$ cat config.mk
export PLATFORM = sky130hd
export DESIGN_NAME = output_unit_fsm_flat
export DESIGN_NICKNAME = d
export VERILOG_FILES = /design/src/rtl/output_unit_fsm_if.sv /design/src/rtl/output_unit_fsm.sv /design/src/flat_wrapper.sv
export SDC_FILE = /design/constraint.sdc
export NUM_CORES = 1
export LEC_CHECK = 0
export ABC_CLOCK_PERIOD_IN_PS = 8400
export CORE_MARGIN = 3
export CORE_UTILIZATION = 35
export CTS_CLUSTER_SIZE = 40
export DETAILED_ROUTE_END_ITERATION = 8
export PLACE_DENSITY_LB_ADDON = 0.05
export SETUP_SLACK_MARGIN = 0.4
export SLEW_MARGIN = 15
export SYNTH_ARGS = -nofsm -noshare
export SYNTH_HDL_FRONTEND = slang
export SYNTH_SLANG_ARGS = --single-unit
$ cat constraint.sdc
create_clock -name clk -period 8.4 [get_ports clk]
set_clock_uncertainty 0.15 [all_clocks]
set_input_delay 0.84 -clock clk [delete_from_list [all_inputs] [get_ports clk]]
set_output_delay 0.84 -clock clk [all_outputs]
set_load 0.03 [all_outputs]
$ cat src/rtl/output_unit_fsm_if.sv
`default_nettype none
// ============================================================================
// Module      : output_unit_fsm_if
// Description : Bundles the request/flit/credit handshake between the input
//               units, the downstream link and one router output unit.
// Revision    : 1.0 - initial release
// ============================================================================
interface output_unit_fsm_if #(
  parameter int NUM_PORTS = 5,
  parameter int CREDITS   = 4,
  parameter int SW        = $clog2(NUM_PORTS),
  parameter int CW        = $clog2(CREDITS + 1)
);
  logic [NUM_PORTS-1:0] i_switch_req;
  logic                 i_flit_valid;
  logic                 i_flit_tail;
  logic                 i_credit_return;
  logic [NUM_PORTS-1:0] o_switch_ack;
  logic [SW-1:0]        o_sel;
  logic [1:0]           o_outstate;
  logic                 o_ready;
  logic                 o_flit_valid;
  logic [CW-1:0]        o_credit_cnt;
  logic                 o_err;

  // Requesting side: input units and downstream credit source.
  modport master (
    output i_switch_req, i_flit_valid, i_flit_tail, i_credit_return,
    input  o_switch_ack, o_sel, o_outstate, o_ready, o_flit_valid,
           o_credit_cnt, o_err
  );

  // Output unit side.
  modport slave (
    input  i_switch_req, i_flit_valid, i_flit_tail, i_credit_return,
    output o_switch_ack, o_sel, o_outstate, o_ready, o_flit_valid,
           o_credit_cnt, o_err
  );
endinterface
`default_nettype wire

$ cat src/rtl/output_unit_fsm.sv
`default_nettype none
// ============================================================================
// Module      : output_unit_fsm
// Description : Router output unit. Round-robin grants the output to one
//               input unit, holds ownership until the tail flit and tracks
//               downstream buffer credits.
//               Optional macro OUTPUT_UNIT_ERR_CHECK_EN enables the sticky
//               protocol-error flag o_err (tied low otherwise).
// Revision    : 1.0 - initial release
// ============================================================================
module output_unit_fsm #(
  parameter int NUM_PORTS = 5,
  parameter int CREDITS   = 4,
  parameter int SW        = $clog2(NUM_PORTS)
) (
  input  wire logic        clk,
  input  wire logic        reset_n,
  output_unit_fsm_if.slave bus
);
  localparam int            CW       = $clog2(CREDITS + 1);
  localparam logic [CW-1:0] CRED_MAX = CW'(CREDITS);
  localparam logic [SW:0]   NP       = (SW + 1)'(NUM_PORTS);

  typedef enum logic [1:0] {
    IDLE    = 2'd0,
    ROUTING = 2'd1,
    ACTIVE  = 2'd2,
    WAITING = 2'd3
  } state_t;

  state_t               state;
  state_t               state_nx;
  logic [CW-1:0]        credit;
  logic [CW-1:0]        credit_nx;
  logic [SW-1:0]        rr_ptr;
  logic [SW-1:0]        rr_ptr_nx;
  logic [SW-1:0]        sel;
  logic [SW-1:0]        winner;
  logic [NUM_PORTS-1:0] ack;
  logic                 grant;
  logic                 found;
  logic                 started;
  logic                 ready;
  logic                 flit_fwd;
  logic                 any_req;
  logic [SW:0]          cand;
  logic [SW:0]          ptr_inc;

  assign any_req  = |bus.i_switch_req;
  assign ready    = (state == ACTIVE) && (credit != '0);
  assign flit_fwd = bus.i_flit_valid && ready;

  // Marks the first edge after reset release so grants start one edge later.
  always_ff @(posedge clk or negedge reset_n) begin
    if (!reset_n) started <= 1'b0;
    else          started <= 1'b1;
  end

  // Round-robin search: first requester at or after rr_ptr, wrapping.
  always_comb begin
    winner = rr_ptr;
    found  = 1'b0;
    cand   = '0;
    for (int k = 0; k < NUM_PORTS; k++) begin
      cand = {1'b0, rr_ptr} + (SW + 1)'(k);
      if (cand >= NP) cand = cand - NP;
      if (!found && bus.i_switch_req[cand[SW-1:0]]) begin
        found  = 1'b1;
        winner = cand[SW-1:0];
      end
    end
  end

  // Pointer moves to the input just after the owner once its tail leaves.
  always_comb begin
    ptr_inc = {1'b0, sel} + (SW + 1)'(1);
    if (ptr_inc >= NP) ptr_inc = ptr_inc - NP;
    rr_ptr_nx = rr_ptr;
    if (flit_fwd && bus.i_flit_tail) rr_ptr_nx = ptr_inc[SW-1:0];
  end

  // Next-state logic and grant decision.
  always_comb begin
    state_nx = state;
    grant    = 1'b0;
    case (state)
      IDLE: begin
        if (started && any_req) begin
          if (credit != '0) begin
            state_nx = ACTIVE;
            grant    = found;
          end else begin
            state_nx = WAITING;
          end
        end
      end
      WAITING: begin
        if (!any_req) begin
          state_nx = IDLE;
        end else if ((credit != '0) || bus.i_credit_return) begin
          state_nx = ACTIVE;
          grant    = found;
        end
      end
      ACTIVE: begin
        if (flit_fwd && bus.i_flit_tail) state_nx = IDLE;
      end
      default: state_nx = IDLE;
    endcase
  end

  // Credit counter: returns add, forwarded flits subtract, saturates at max.
  always_comb begin
    credit_nx = credit;
    if (bus.i_credit_return && !flit_fwd) begin
      if (credit != CRED_MAX) credit_nx = credit + CW'(1);
    end else if (!bus.i_credit_return && flit_fwd) begin
      credit_nx = credit - CW'(1);
    end
  end

  // State, credit, pointer, select and grant-pulse registers.
  always_ff @(posedge clk or negedge reset_n) begin
    if (!reset_n) begin
      state  <= IDLE;
      credit <= CRED_MAX;
      rr_ptr <= '0;
      sel    <= '0;
      ack    <= '0;
    end else begin
      state  <= state_nx;
      credit <= credit_nx;
      rr_ptr <= rr_ptr_nx;
      if (grant) sel <= winner;
      ack <= grant ? ({{(NUM_PORTS-1){1'b0}}, 1'b1} << winner) : '0;
    end
  end

`ifdef OUTPUT_UNIT_ERR_CHECK_EN
  logic err;
  logic overflow;
  logic stray_flit;

  assign overflow   = bus.i_credit_return && !flit_fwd && (credit == CRED_MAX);
  assign stray_flit = bus.i_flit_valid && (state != ACTIVE);

  // Sticky error: credit overflow or a flit presented without ownership.
  always_ff @(posedge clk or negedge reset_n) begin
    if (!reset_n) err <= 1'b0;
    else          err <= err | overflow | stray_flit;
  end

  assign bus.o_err = err;
`else
  assign bus.o_err = 1'b0;
`endif

  assign bus.o_switch_ack = ack;
  assign bus.o_sel        = sel;
  assign bus.o_outstate   = state;
  assign bus.o_ready      = ready;
  assign bus.o_flit_valid = flit_fwd;
  assign bus.o_credit_cnt = credit;
endmodule
`default_nettype wire

$ cat src/flat_wrapper.sv
// flat-port wrapper written by rule: the top's interface ports become plain ports
module output_unit_fsm_flat 
#(
  parameter int NUM_PORTS = 5,
  parameter int CREDITS   = 4,
  parameter int SW        = $clog2(NUM_PORTS)
)
  (clk, reset_n, bus_i_switch_req, bus_i_flit_valid, bus_i_flit_tail, bus_i_credit_return, bus_o_switch_ack, bus_o_sel, bus_o_outstate, bus_o_ready, bus_o_flit_valid, bus_o_credit_cnt, bus_o_err);
  output_unit_fsm_if #(.NUM_PORTS(NUM_PORTS), .CREDITS(CREDITS), .SW(SW)) bus_i ();
  input  wire logic clk;
  input  wire logic reset_n;
  input wire logic [$bits(bus_i.i_switch_req)-1:0] bus_i_switch_req;
  input wire logic [$bits(bus_i.i_flit_valid)-1:0] bus_i_flit_valid;
  input wire logic [$bits(bus_i.i_flit_tail)-1:0] bus_i_flit_tail;
  input wire logic [$bits(bus_i.i_credit_return)-1:0] bus_i_credit_return;
  output wire logic [$bits(bus_i.o_switch_ack)-1:0] bus_o_switch_ack;
  output wire logic [$bits(bus_i.o_sel)-1:0] bus_o_sel;
  output wire logic [$bits(bus_i.o_outstate)-1:0] bus_o_outstate;
  output wire logic [$bits(bus_i.o_ready)-1:0] bus_o_ready;
  output wire logic [$bits(bus_i.o_flit_valid)-1:0] bus_o_flit_valid;
  output wire logic [$bits(bus_i.o_credit_cnt)-1:0] bus_o_credit_cnt;
  output wire logic [$bits(bus_i.o_err)-1:0] bus_o_err;
  assign bus_i.i_switch_req = bus_i_switch_req;
  assign bus_i.i_flit_valid = bus_i_flit_valid;
  assign bus_i.i_flit_tail = bus_i_flit_tail;
  assign bus_i.i_credit_return = bus_i_credit_return;
  assign bus_o_switch_ack = bus_i.o_switch_ack;
  assign bus_o_sel = bus_i.o_sel;
  assign bus_o_outstate = bus_i.o_outstate;
  assign bus_o_ready = bus_i.o_ready;
  assign bus_o_flit_valid = bus_i.o_flit_valid;
  assign bus_o_credit_cnt = bus_i.o_credit_cnt;
  assign bus_o_err = bus_i.o_err;
  output_unit_fsm #(.NUM_PORTS(NUM_PORTS), .CREDITS(CREDITS), .SW(SW)) u_core (.clk(clk), .reset_n(reset_n), .bus(bus_i));
endmodule
== After elaboration in Yosys (flattened, before gate mapping) ==
Cells that the tools add are included.
Widths: inputs -> output; s select.
Storage, ports and cells
  register bits after elaboration: 17
  input bits: 10
  output and inout port bits: 16
Cells by class
  add/sub/neg operators: 13
  order comparisons: 11
  eq/ne operators: 7
  shift-type cells: 1
  muxes and demuxes: 41
  reductions and logical operators: 23
Operator list (count)
  $mux 3: 14
  $ge 4x3->1 const B: 5
  $lt 3x4->1 const B: 5
  $sub 3x3->3 const B: 6
  $bmux 1 s3: 5
  $mux 1: 15
  $logic_and 1x1->1: 10
  $add 3x1->4 const B: 2
  $add 3x2->4 const B: 2
  $mux 2: 4
  $logic_not 1->1: 6
  $ne 3x3->1 const B: 2
  $pmux 2 s3: 1
  $mux 5: 1
  $reduce_or 5->1: 1
  $shl 1x3->5 const A: 1
  $add 3x3->4 const B: 1
  $eq 2x2->1 const B: 2
  $ne 2x2->1 const B: 2
  $add 3x1->3 const B: 1
  $ge 3x3->1 const B: 1
  $reduce_and 3->1: 1
  $reduce_bool 3->1: 1
  $sub 3x1->3 const B: 1
  6 further kinds: 6

== Depth between registers and ports, before layout ==
Gate-level depths: netlist of the first run.
  depth in word-level cells: 21
  mapped depth: 13
  gate-level depth less buffers: 13

== Least setup slack after synthesis of the first run ==
Ideal clock, no wire load.
  path kind: reg2reg
  start: register u_core.rr_ptr[1]
  end: register u_core.sel[1] (netlist: u_core.bus.o_sel[1])
  library setup time: 0.125 ns
  arrival time: 3.460 ns
  data required time: 8.125 ns
  path slack: 4.665 ns
  cell stages (with the launch flop): 13
  path buffers: 1
  period minus slack after synthesis: 3.735 ns
  cell sequence: dfrtp_1 inv_1 ha_1 ha_1 clkbuf_1 o22a_1 a21boi_0 o21bai_1 or3_4 or3_4 o32a_1 a31o_1 mux2_2
On the way
  cells in the longest elaborated chain, start to end: 20
  elaborated cells between the ends (all ways): 52
RTL lines
  start, declared: line output_unit_fsm.sv:35  | logic [SW-1:0] rr_ptr;
  start signal, assigned: line output_unit_fsm.sv:133  | rr_ptr <= rr_ptr_nx;
  parallel branches: the longest is 20 deep, another holds $add 3x1->4
  end signal, assigned: line output_unit_fsm.sv:134  | if (grant) sel <= winner;
  end, declared: line output_unit_fsm.sv:37  | logic [SW-1:0] sel;
Parallel ways; which one is timed is not known. The select of a mux whose other input is x is not followed.
A chain may end at the register's enable or synchronous reset.

== Final worst setup path of the first run ==
  start: register u_core.rr_ptr[1]
  end: register u_core.ack[1] (netlist: u_core.bus.o_switch_ack[1])
On the way
  cells in the longest elaborated chain, start to end: 21
  elaborated cells between the ends (all ways): 54
RTL lines
  parallel branches: the longest is 20 deep, another holds $add 3x1->4
  $mux 5 *: line output_unit_fsm.sv:135  | ack <= grant ? ({{(NUM_PORTS-1){1'b0}}, 1'b1} << winner) : '0;
  end signal, assigned: line output_unit_fsm.sv:135
  end, declared: line output_unit_fsm.sv:39  | logic [NUM_PORTS-1:0] ack;
Every way passes the cells marked *. The select of a mux whose other input is x is not followed.

==> results.md, run 1 <==
* Status: completed
* Synth top area share at 0.189
* TritonRoute pass-1 iters at 4
* Die span in y at 83.9 um
* Hold Path Class: reg -> reg
* Final core utilization at 0.430
* RSZ-0062 raised after global routing: false
* Clock Latency Late Sink at about 0.25 ns
* CP Launch Point: u_core.rr_ptr[1]
* Die X at approximately 84 um
* Num rows at 27
* CTS Buf Count at 3
* Setup violators final at 0
* Drt total wl at 5610 um
* Period utilization at 0.534
* Count of final hold-check violations at 0
* Area delta synth->final at 15.0%
* Worst Hold End: u_core.bus.o_credit_cnt[2]
* Fmax at 223 MHz
* Yosys reg bits at 17
* Seq pwr share at 0.145
* Final setup TNS at 0 ns
* Area contributors post-synth: dfrtp_1, ha_1, a21oi_1
* Net Sw Power at 598 uW
* Number of synthesized flops with an enable pin at 0
* Post-synthesis sequential area ratio at 0.201
* R2r setup slk at 3.91 ns
* WS Path Type: reg -> reg
* Clock slew at reported path FFs at 0.06 ns
* Fin nets at around 310
* DR iter-0 viols at 120
* Worst Path Max Fanout at 20
* Hold Crit Depth at 2
* Reg-to-Reg Start: u_core.rr_ptr[1]
* Cells after Synth at 272
* Final Wtd Congestion at slightly above 0.8
* Pint at 524 uW
* Vias per cell at 5.76
* Crit path max-delay family: simple AND/OR/NAND/NOR gates
* Sw Share at 0.533
* Vias in the first global route at between 1.5k and 2k
* Die Area at 7030 um2
* Post-CTS Hold Buffers at 0
* Largest net degree at the start of global routing at 37
* VDD IR max at 0.156 mV
* CTS sink cnt at 17
* First-pass GRT wire length at 9490 um
* H-Tree Depth at 1
* Post-Synthesis Cell Area at 2120 um2
* CTS tree: yes
* Max-cap violations at 0
* Syn. warnings at 0
* DRC at 0
* Max incr delay on CP at about 0.8 ns
* Core area at around 5700 um2
* Routed Antenna Nets at 0
* Initial antenna violation count at 0
* Clock Path Buffers at 2
* Logic pwr share at 0.802
* Ys flop type: dfrtp_1
* Dpl hpwl at 4220 um
* Leading cell type by number of instances after synthesis: nand2_1
* Least-Margin Pin Slew at 0.765 ns
* Io pins at 26
* Netlist cell types at 63
* Most frequent CP cell: inv_1
* Postcts setup bufs at 0
* Final Critical Period at 4.49 ns
* CP cell instances: inv_1 > ha_1 > mux4_2 > inv_1 > o31ai_1 > a21oi_1 > nor4b_1 > a31oi_1 > nor4_1 > nor2b_1
* Filler Cells Inserted at 584
* Worst setup SP type: register
* Buffers added on ports at 24
* Syn_area_per_cell at 7.80 um2
* Initial Utilization at 0.374
* Worst path required time at ~8.4 ns
* Worst Path Arrival at 4.51 ns
* CP Capture Type: register
* Cell taking the most area after synthesis: dfrtp_1
* Slew Limit Fails at 0
* Slew HR at 0.488
* Min-delay src: u_core.bus.o_credit_cnt[2]
* Syn_nets at a little under 300
* CP max-delay cell: ha_1
* Worst r2r path cells at 10
* PD cells at roughly 460 nW/um2
* Root Driver: clkbuf_8
* Reg-to-Reg End: u_core.bus.o_switch_ack[1]
* Share of layout cells above drive strength 1 at 0.0557
* WL per Instance at 15.6 um
* Post-CTS Resized at 0
* Leakage power at 0.00100 uW
* Synth cell count leaders: nand2_1, a21oi_1, dfrtp_1
* Buf+Inv Stages, Crit Path at 2
* Synth async-reset ratio at 1.00
* Clk pwr share at 0.053
* Hold Slack at 0.394 ns
* # diodes at 0
* Grt ovf at 0
* GRT Total Usage at 0.160
* DR vias at 2,067
-- worst reg2reg max path, stage by stage, from the launching register on --
cell     delay [ns]
dfrtp_1        0.64
inv_1          0.31
ha_1           0.81
mux4_2         0.58
inv_1          0.07
o31ai_1        0.13
a21oi_1        0.32
nor4b_1        0.52
a31oi_1        0.21
nor4_1         0.46
nor2b_1        0.20
-- layout make-up --
class	count	area [um2]	share of cell area
Sequential cell	17	427	0.175
Timing Repair Buffer	25	248	0.101
Multi-Input combinational cell	225	1570	0.644
Inverter	16	60.1	0.0246
Tap cell	72	90.1	0.0369
Clock buffer	4	45.0	0.0185
-- layout by cell type, fill, tap and decap left out, types with 3 or more instances in the layout --
| cell | netlist | routed |
|---|---|---|
| nor3b_1 | 5 | 5 |
| nand3_1 | 6 | 6 |
| clkdlybuf4s50_1 | 0 | 24 |
| or3_1 | 4 | 4 |
| o211ai_1 | 3 | 3 |
| and3_1 | 3 | 3 |
| nor4b_1 | 3 | 3 |
| nor2_1 | 13 | 13 |
| nor2b_1 | 11 | 11 |
| a211oi_1 | 8 | 8 |
| nor3_1 | 7 | 7 |
| dfrtp_1 | 16 | 16 |
| mux2i_1 | 7 | 7 |
| o21ai_0 | 10 | 10 |
| nand2b_1 | 5 | 5 |
| clkbuf_8 | 0 | 3 |
| xor2_1 | 3 | 3 |
| a21boi_0 | 4 | 4 |
| a21oi_1 | 22 | 22 |
| and2_1 | 7 | 7 |
| a21o_1 | 6 | 6 |
| inv_1 | 14 | 14 |
| ha_1 | 13 | 13 |
| nand2_1 | 29 | 29 |
| o31ai_1 | 7 | 7 |
-- per-layer routing --
layer / global-route usage / vias up / part of all wire
met3: 0.0247 / 2 / 0.055
met1: 0.237 / 972 / 0.49
met5: 0 / - / 0
li1: - / 1039 / -
met2: 0.252 / 54 / 0.45
met4: 0.0161 / 0 / 0.0014
-- through the flow --
| stage | instances | setup WS [ns] | instance area (um2) | power [uW] |
|---|---|---|---|---|
| floorplan | 272 | 4.67 | 2120 | 837 |
| finish | 359 | 3.91 | 2440 | 1120 |
| detailed placement | 355 | 3.97 | 2400 | 1050 |
| global route | 359 | 3.51 | 2440 | 1230 |
| global placement | 355 | 3.92 | 2400 | 1060 |
| CTS | 359 | 3.94 | 2440 | 1120 |
-- cells by family after synthesis --
kind of cell | count (synthesis) | synth area share
muxes | 11 | 0.0649
other | 2 | 0.00354
buffers and inverters | 30 | 0.0584
adders and majority gates | 15 | 0.0955
DFF | 17 | 0.201
AOI/OAI and AO/OA | 85 | 0.277
xor gates and xnor gates | 5 | 0.0206
and+or+nand+nor | 107 | 0.279
-- registers in the layout (all words and copies together), names as in the netlist --
register / flops
u_core.bus.o_switch_ack: 5
u_core.bus.o_credit_cnt: 3
u_core.bus.o_sel: 3
u_core.rr_ptr: 3
u_core.bus.o_outstate: 2
u_core.started: 1
-- worst max path at each step --
| stage | to | slack, ns | cells past startpoint |
|---|---|---|---|
| 2_1_floorplan | u_core.bus.o_sel[1] | 4.67 | 12 |
| 3_3_place_gp | u_core.bus.o_switch_ack[1] | 3.92 | 10 |
| 3_5_place_dp | u_core.bus.o_switch_ack[1] | 3.97 | 10 |
| 4_1_cts | u_core.bus.o_switch_ack[1] | 3.94 | 10 |
| 5_1_grt | u_core.bus.o_switch_ack[1] | 3.51 | 10 |
| 6_report | u_core.bus.o_switch_ack[1] | 3.91 | 10 |
-- power groups by stage --
| stage | logic (uW) | registers, uW | clock network, uW |
|---|---|---|---|
| 2_1_floorplan | 631 | 206 | 0 |
| 3_3_place_gp | 900 | 164 | 0 |
| 3_5_place_dp | 890 | 165 | 0 |
| 4_1_cts | 895 | 163 | 62.1 |
| 5_1_grt | 997 | 171 | 65.9 |
| 6_report | 899 | 163 | 58.9 |
Power figures use the tool's default switching activity.
==> run 2: changes to the inputs <==
Settings changed: ABC_CLOCK_PERIOD_IN_PS 8400 to 4650.
Clock period 8.4 ns to 4.65 ns, I/O delays scaled along.
==> run 2 against run 1 <==
  * Via count rose by 0.68%
  * First-iteration DRC count grew 23%
  * Sequential cell count stayed put
  * Critical endpoint is now u_core.bus.o_sel[1]
  * Largest cell class unchanged
  * Largest power group unchanged
  * Critical path depth grew 1
  * Register-to-register slack lost 3.2 ns
  * Sequential share of layout area is 0.44 points lower
  * Count of clock-buffer cells in the layout unchanged
  * Hold slack lost 0.0046 ns
  * Clock power up 85%
==> results.md, run 2 (synthesis gave the netlist of run 1 again) <==
* Post-CTS Hold Buffers at 0 (unchanged)
* Worst Path Arrival at 3.94 ns (-0.57 ns)
* Slew HR at 0.447 (-0.0413)
* Status: completed
* Core area at 5680 um2 (unchanged)
* Initial antenna violation count at 0 (unchanged)
* Vias per cell at 5.67 (-1.5%)
* DR vias at 2,081 (+0.68%)
* Drt total wl at 5920 um (+5.4%)
* Fin nets at 321 (+2.6%)
* Final setup TNS at 0 ns (unchanged)
* H-Tree Depth at 1 (unchanged)
* Root Driver: clkbuf_8
* Area delta synth->final at 18.0%
* Hold Slack at 0.389 ns (-0.00459 ns)
* Die X at 83.9 um (unchanged)
* Placed cell areas at 2460 um2 (+2.5%)
* CTS tree: yes
* DR iter-0 viols at 147 (+23%)
* Hold Path Class: reg -> reg
* CP Capture Type: register
* Dpl ws at 0.704 ns (-3.27 ns)
* Final Cell Area at 2500 um2 (+2.6%)
* Least-Margin Pin Slew at 0.827 ns (+0.0617 ns)
* Max-cap violations at 0 (unchanged)
* Buffers added on ports at 24 (unchanged)
* WL per Instance at 16.1 um (+3.1%)
* Die span in y at 83.9 um (unchanged)
* First-pass GRT wire length at 9950 um (+4.8%)
* Filler Cells Inserted at 597 (+2.2%)
* Routed Antenna Nets at 0 (unchanged)
* Commonest non-fill, non-tap cell in the layout: nand2_1
* Most frequent cells in the layout: nand2_1, clkdlybuf4s50_1, a21oi_1
* Worst setup SP type: register
* Largest net degree at the start of global routing at 27 (-27%)
* CTS sink cnt at 17 (unchanged)
* PD cells at 832 nW/um2 (+81%)
* VDD IR max at 0.290 mV (+85%)
* Final Critical Period at 3.96 ns (-0.529 ns)
* Io pins at 26 (unchanged)
* Worst Path Max Fanout at 10 (-50%)
* Share of layout cells above drive strength 1 at 0.0847 (+0.0290)
* Setup violators final at 0 (unchanged)
* Slew Limit Fails at 0 (unchanged)
* WS Path Type: reg -> reg
* Worst path required time at 4.64 ns (-3.78 ns)
* Count of final hold-check violations at 0 (unchanged)
* Vias in the first global route at 1,974 (+1.2%)
* DRC at 0 (unchanged)
* GRT Total Usage at 0.169 (+0.00961)
* Die Area at 7030 um2 (unchanged)
* Clock Latency Late Sink at 0.25 ns (about the same)
* Initial Utilization at 0.374 (unchanged)
* Clock slew at reported path FFs at 0.07 ns (about the same)
* TritonRoute pass-1 iters at 4 (unchanged)
* Grt ovf at 0 (unchanged)
* Num rows at 27 (unchanged)
* Final Wtd Congestion at 0.834 (+1.2%)
* Dpl hpwl at 4470 um (+6.0%)
* CTS Buf Count at 3 (unchanged)
* RSZ-0062 raised after global routing: false
* Period utilization at 0.851 (+0.317)
* Final WS setup at 0.694 ns (-3.22 ns)
* Clock Path Buffers at 2 (unchanged)
* Max FFs per register at 5 (unchanged)
* Fmax at 253 MHz (+13%)
* # diodes at 0 (unchanged)
* Leakage power at 0.00104 uW (+3.9%)
==> run 2: routing by layer <==
metal  GRT usage  part of all wire  vias to the layer above
met3      0.0207             0.053                        4
li1            -                 -                     1045
met1       0.247              0.49                      973
met5           0                 0                        -
met4      0.0336             0.010                        0
met2       0.268              0.45                       59
==> run 2: final cells by class <==
type / instances / area [um2] / share of cell area
Timing Repair Buffer: 33 / 308 / 0.123
Sequential cell: 17 / 427 / 0.170
Tap cell: 72 / 90.1 / 0.0360
Inverter: 16 / 60.1 / 0.0240
Clock buffer: 4 / 45.0 / 0.0180
Multi-Input combinational cell: 225 / 1570 / 0.629
==> run 2: per-stage QoR <==
step / utilization / total power, uW / std cells
floorplan: - / 1510 / 272
finish: 0.441 / 2080 / 367
detailed placement: 0.433 / 1950 / 363
global route: 0.441 / 2280 / 367
global placement: 0.433 / 1970 / 363
CTS: 0.441 / 2080 / 367
==> run 2: worst max-delay path, cell delays in order (launching register included) <==
cell and delay, ns:
dfrtp_1 0.43, inv_1 0.29, ha_2 0.31, ha_1 0.36
o22a_1 0.25, a21boi_0 0.16, o21bai_1 0.27, or3_4 0.43
or3_4 0.35, o32a_1 0.34, a31o_1 0.24, mux2_2 0.27
==> run 2: report_power, final <==
| part | internal (uW) | leakage, uW | switching, uW |
|---|---|---|---|
| logic | 708 | 0.000804 | 987 |
| registers | 211 | 0.000216 | 68.0 |
| clock network | 60.7 | 0.0000228 | 48.1 |
==> run 2: final timing paths <==
path,start,end,slack (ns),depth (start not counted)
setup / recovery,u_core.rr_ptr[1],u_core.bus.o_sel[1],0.69,11
hold / removal,u_core.bus.o_credit_cnt[2],u_core.bus.o_credit_cnt[2],0.39,2
setup reg to reg,u_core.rr_ptr[1],u_core.bus.o_sel[1],0.69,11
hold reg to reg,u_core.bus.o_credit_cnt[2],u_core.bus.o_credit_cnt[2],0.39,2
max in group asynchronous,reset_n,u_core.bus.o_outstate[0],3.29,1
min in group asynchronous,reset_n,u_core.bus.o_switch_ack[1],0.54,1
==> run 2: repair_timing <==
action / CTS / global route
gates resized for setup: 0 / 1
buffers inserted: 0 / 0
setup endpoints to repair: 0 / 1
==> run 3: changes to the inputs <==
Settings changed: GPL_TIMING_DRIVEN set to 0.
==> run 3 against run 2 <==
  * Hold slack improved by 0.0056 ns
  * Worst setup slack got worse by 0.067 ns
  * Final area about the same
  * Cell count increased by 0.82%
  * Maximum frequency decreased by 1.7%
  * Die area unchanged
  * Combinational power about the same
  * Power decreased by 0.10%
  * Largest cell class unchanged
  * Highest routed layer unchanged
==> results.md, run 3 (synthesis gave the netlist of run 1 again) <==
* Worst setup SP type: register
* Buffers added on ports at 21 (-13%)
* Clock Latency Late Sink at 0.25 ns (about the same)
* Final setup TNS at 0 ns (unchanged)
* Power Total at 2080 uW (-0.10%)
* Max FFs per register at 5 (unchanged)
* Commonest non-fill, non-tap cell in the layout: nand2_1
* Area delta synth->final at 18.0% (about the same)
* # diodes at 0 (unchanged)
* DR iter-0 viols at 136 (-7.5%)
* WL per Instance at 15.4 um (-4.4%)
* VDD IR max at 0.304 mV (+4.8%)
* Count of final hold-check violations at 0 (unchanged)
* Drt total wl at 5700 um (-3.6%)
* Least-Margin Pin Slew at 0.784 ns (-0.0435 ns)
* TritonRoute pass-1 iters at 4 (unchanged)
* CP max-delay cell: dfrtp_2
* DR vias at 2,063 (-0.86%)
* Final WS setup at 0.627 ns (-0.0673 ns)
* Final Critical Period at 4.02 ns (+0.0673 ns)
* Most frequent cells in the layout: nand2_1, a21oi_1, clkdlybuf4s50_1
* Slew HR at 0.476 (+0.0291)
* Root Driver: clkbuf_8
* Grt ovf at 0 (unchanged)
* Die X at 83.9 um (unchanged)
* Initial antenna violation count at 0 (unchanged)
* Crit path max-delay family: compound AO/OA/AOI/OAI gates
* WS Path Type: reg -> reg
* Die Area at 7030 um2 (unchanged)
* Final Wtd Congestion at 0.844 (+1.2%)
* CTS sink cnt at 17 (unchanged)
* Routed Antenna Nets at 0 (unchanged)
* Num rows at 27 (unchanged)
* Core area at 5680 um2 (unchanged)
* RSZ-0062 raised after global routing: false
* Buf+Inv Stages, Crit Path at 2 (+1)
* Worst Path Arrival at 4.01 ns (+0.07 ns)
* Largest net degree at the start of global routing at 18 (-33%)
* Worst Path Max Fanout at 10 (unchanged)
* Setup violators final at 0 (unchanged)
* Status: completed
* Fin nets at 324 (+0.93%)
* Leakage power at 0.00103 uW (-0.83%)
* Clock slew at reported path FFs at 0.07 ns (about the same)
* Most frequent CP cell: or3_4
* Die span in y at 83.9 um (unchanged)
* H-Tree Depth at 1 (unchanged)
* DRC at 0 (unchanged)
* Clock Path Buffers at 2 (unchanged)
* CP cell instances: clkinvlp_4 > ha_2 > ha_1 > clkbuf_1 > o22a_1 > a21boi_0 > o21bai_2 > or3_4 > or3_4 > o32a_1 > a31o_1 > mux2_2
* Dpl ws at 0.212 ns (-0.492 ns)
* CP Capture Type: register
* GRT Total Usage at 0.172 (+0.00236)
* CTS Buf Count at 3 (unchanged)
* Vias in the first global route at 1,969 (-0.25%)
* Io pins at 26 (unchanged)
* Hold Path Class: reg -> reg
* Max incr delay on CP at 0.42 ns (about the same)
* Initial Utilization at 0.374 (unchanged)
* Share of layout cells above drive strength 1 at 0.101 (+0.0159)
* Hold Slack at 0.395 ns (+0.00556 ns)
* Final core utilization at 0.441 (about the same)
* Max-cap violations at 0 (unchanged)
* CTS tree: yes
* Dpl hpwl at 4370 um (-2.4%)
* Fmax at 249 MHz (-1.7%)
* First-pass GRT wire length at 9850 um (-1.0%)
* PD cells at 831 nW/um2 (-0.15%)
* Slew Limit Fails at 0 (unchanged)
* Vias per cell at 5.58 (-1.7%)
* Period utilization at 0.865 (+0.0145)
* Worst path required time at 4.64 ns (about the same)
[run 3: cell types whose count changed in the layout (fill, tap and decap cells not counted), moves of 2 or more]
cell and change:
buf_4 -6, clkbuf_1 +6, buf_2 +3, clkdlybuf4s50_1 -3, dfrtp_1 -2, dfrtp_2 +2
[run 3: per-layer routing]
| layer | GRT usage | vias to the layer above | routed length, um |
|---|---|---|---|
| met3 | 0.0405 | 4 | 312 |
| li1 | - | 1052 | - |
| met4 | 0.0336 | 0 | 29 |
| met2 | 0.257 | 59 | 2440 |
| met1 | 0.251 | 948 | 2930 |
| met5 | 0 | - | 0 |
[run 3: cell type report]
class                      instances  area [um2]
clock inverter                     1        5.00
tap                               72        90.1
fill                             580        3170
timing repair buffer              22         218
clock buffer                       3        41.3
buffer                            14        65.1
multi-input combinational        225        1590
sequential                        17         429
inverter                          16        66.3
[run 3: path summary, 6_finish.rpt]
check                                                start                          to  slack, ns  cells past startpoint
worst max-delay path                      u_core.rr_ptr[1]         u_core.bus.o_sel[1]       0.63                     12
worst min-delay path            u_core.bus.o_credit_cnt[2]  u_core.bus.o_credit_cnt[2]       0.39                      2
worst max register to register            u_core.rr_ptr[1]         u_core.bus.o_sel[1]       0.63                     12
worst min register to register  u_core.bus.o_credit_cnt[2]  u_core.bus.o_credit_cnt[2]       0.39                      2
max in group asynchronous                          reset_n            u_core.rr_ptr[0]       3.29                      1
min in group asynchronous                          reset_n  u_core.bus.o_switch_ack[3]       0.52                      1
[run 3: repair_timing]
action,in CTS,in global routing
endpoints found under the setup margin,7,7
setup buffers,1,0
resized for setup,2,9
hold buffers,0,0
pin swaps,0,0
[run 3: metrics by stage]
stage,instance area [um2],std cells
finish,2500,370
global route,2500,370
CTS,2480,370
detailed placement,2420,365
global placement,2420,365
floorplan,2120,272
[run 3: worst min-delay path, stage by stage, from the launching register on]
cell,delay (ns)
dfstp_2,0.39
nor2_1,0.10
a21oi_1,0.05
[run 3: power breakdown]
part	switching [uW]	total, uW	internal (uW)
logic	981	1680	699
registers	77.9	290	212
clock network	52.1	112	59.4
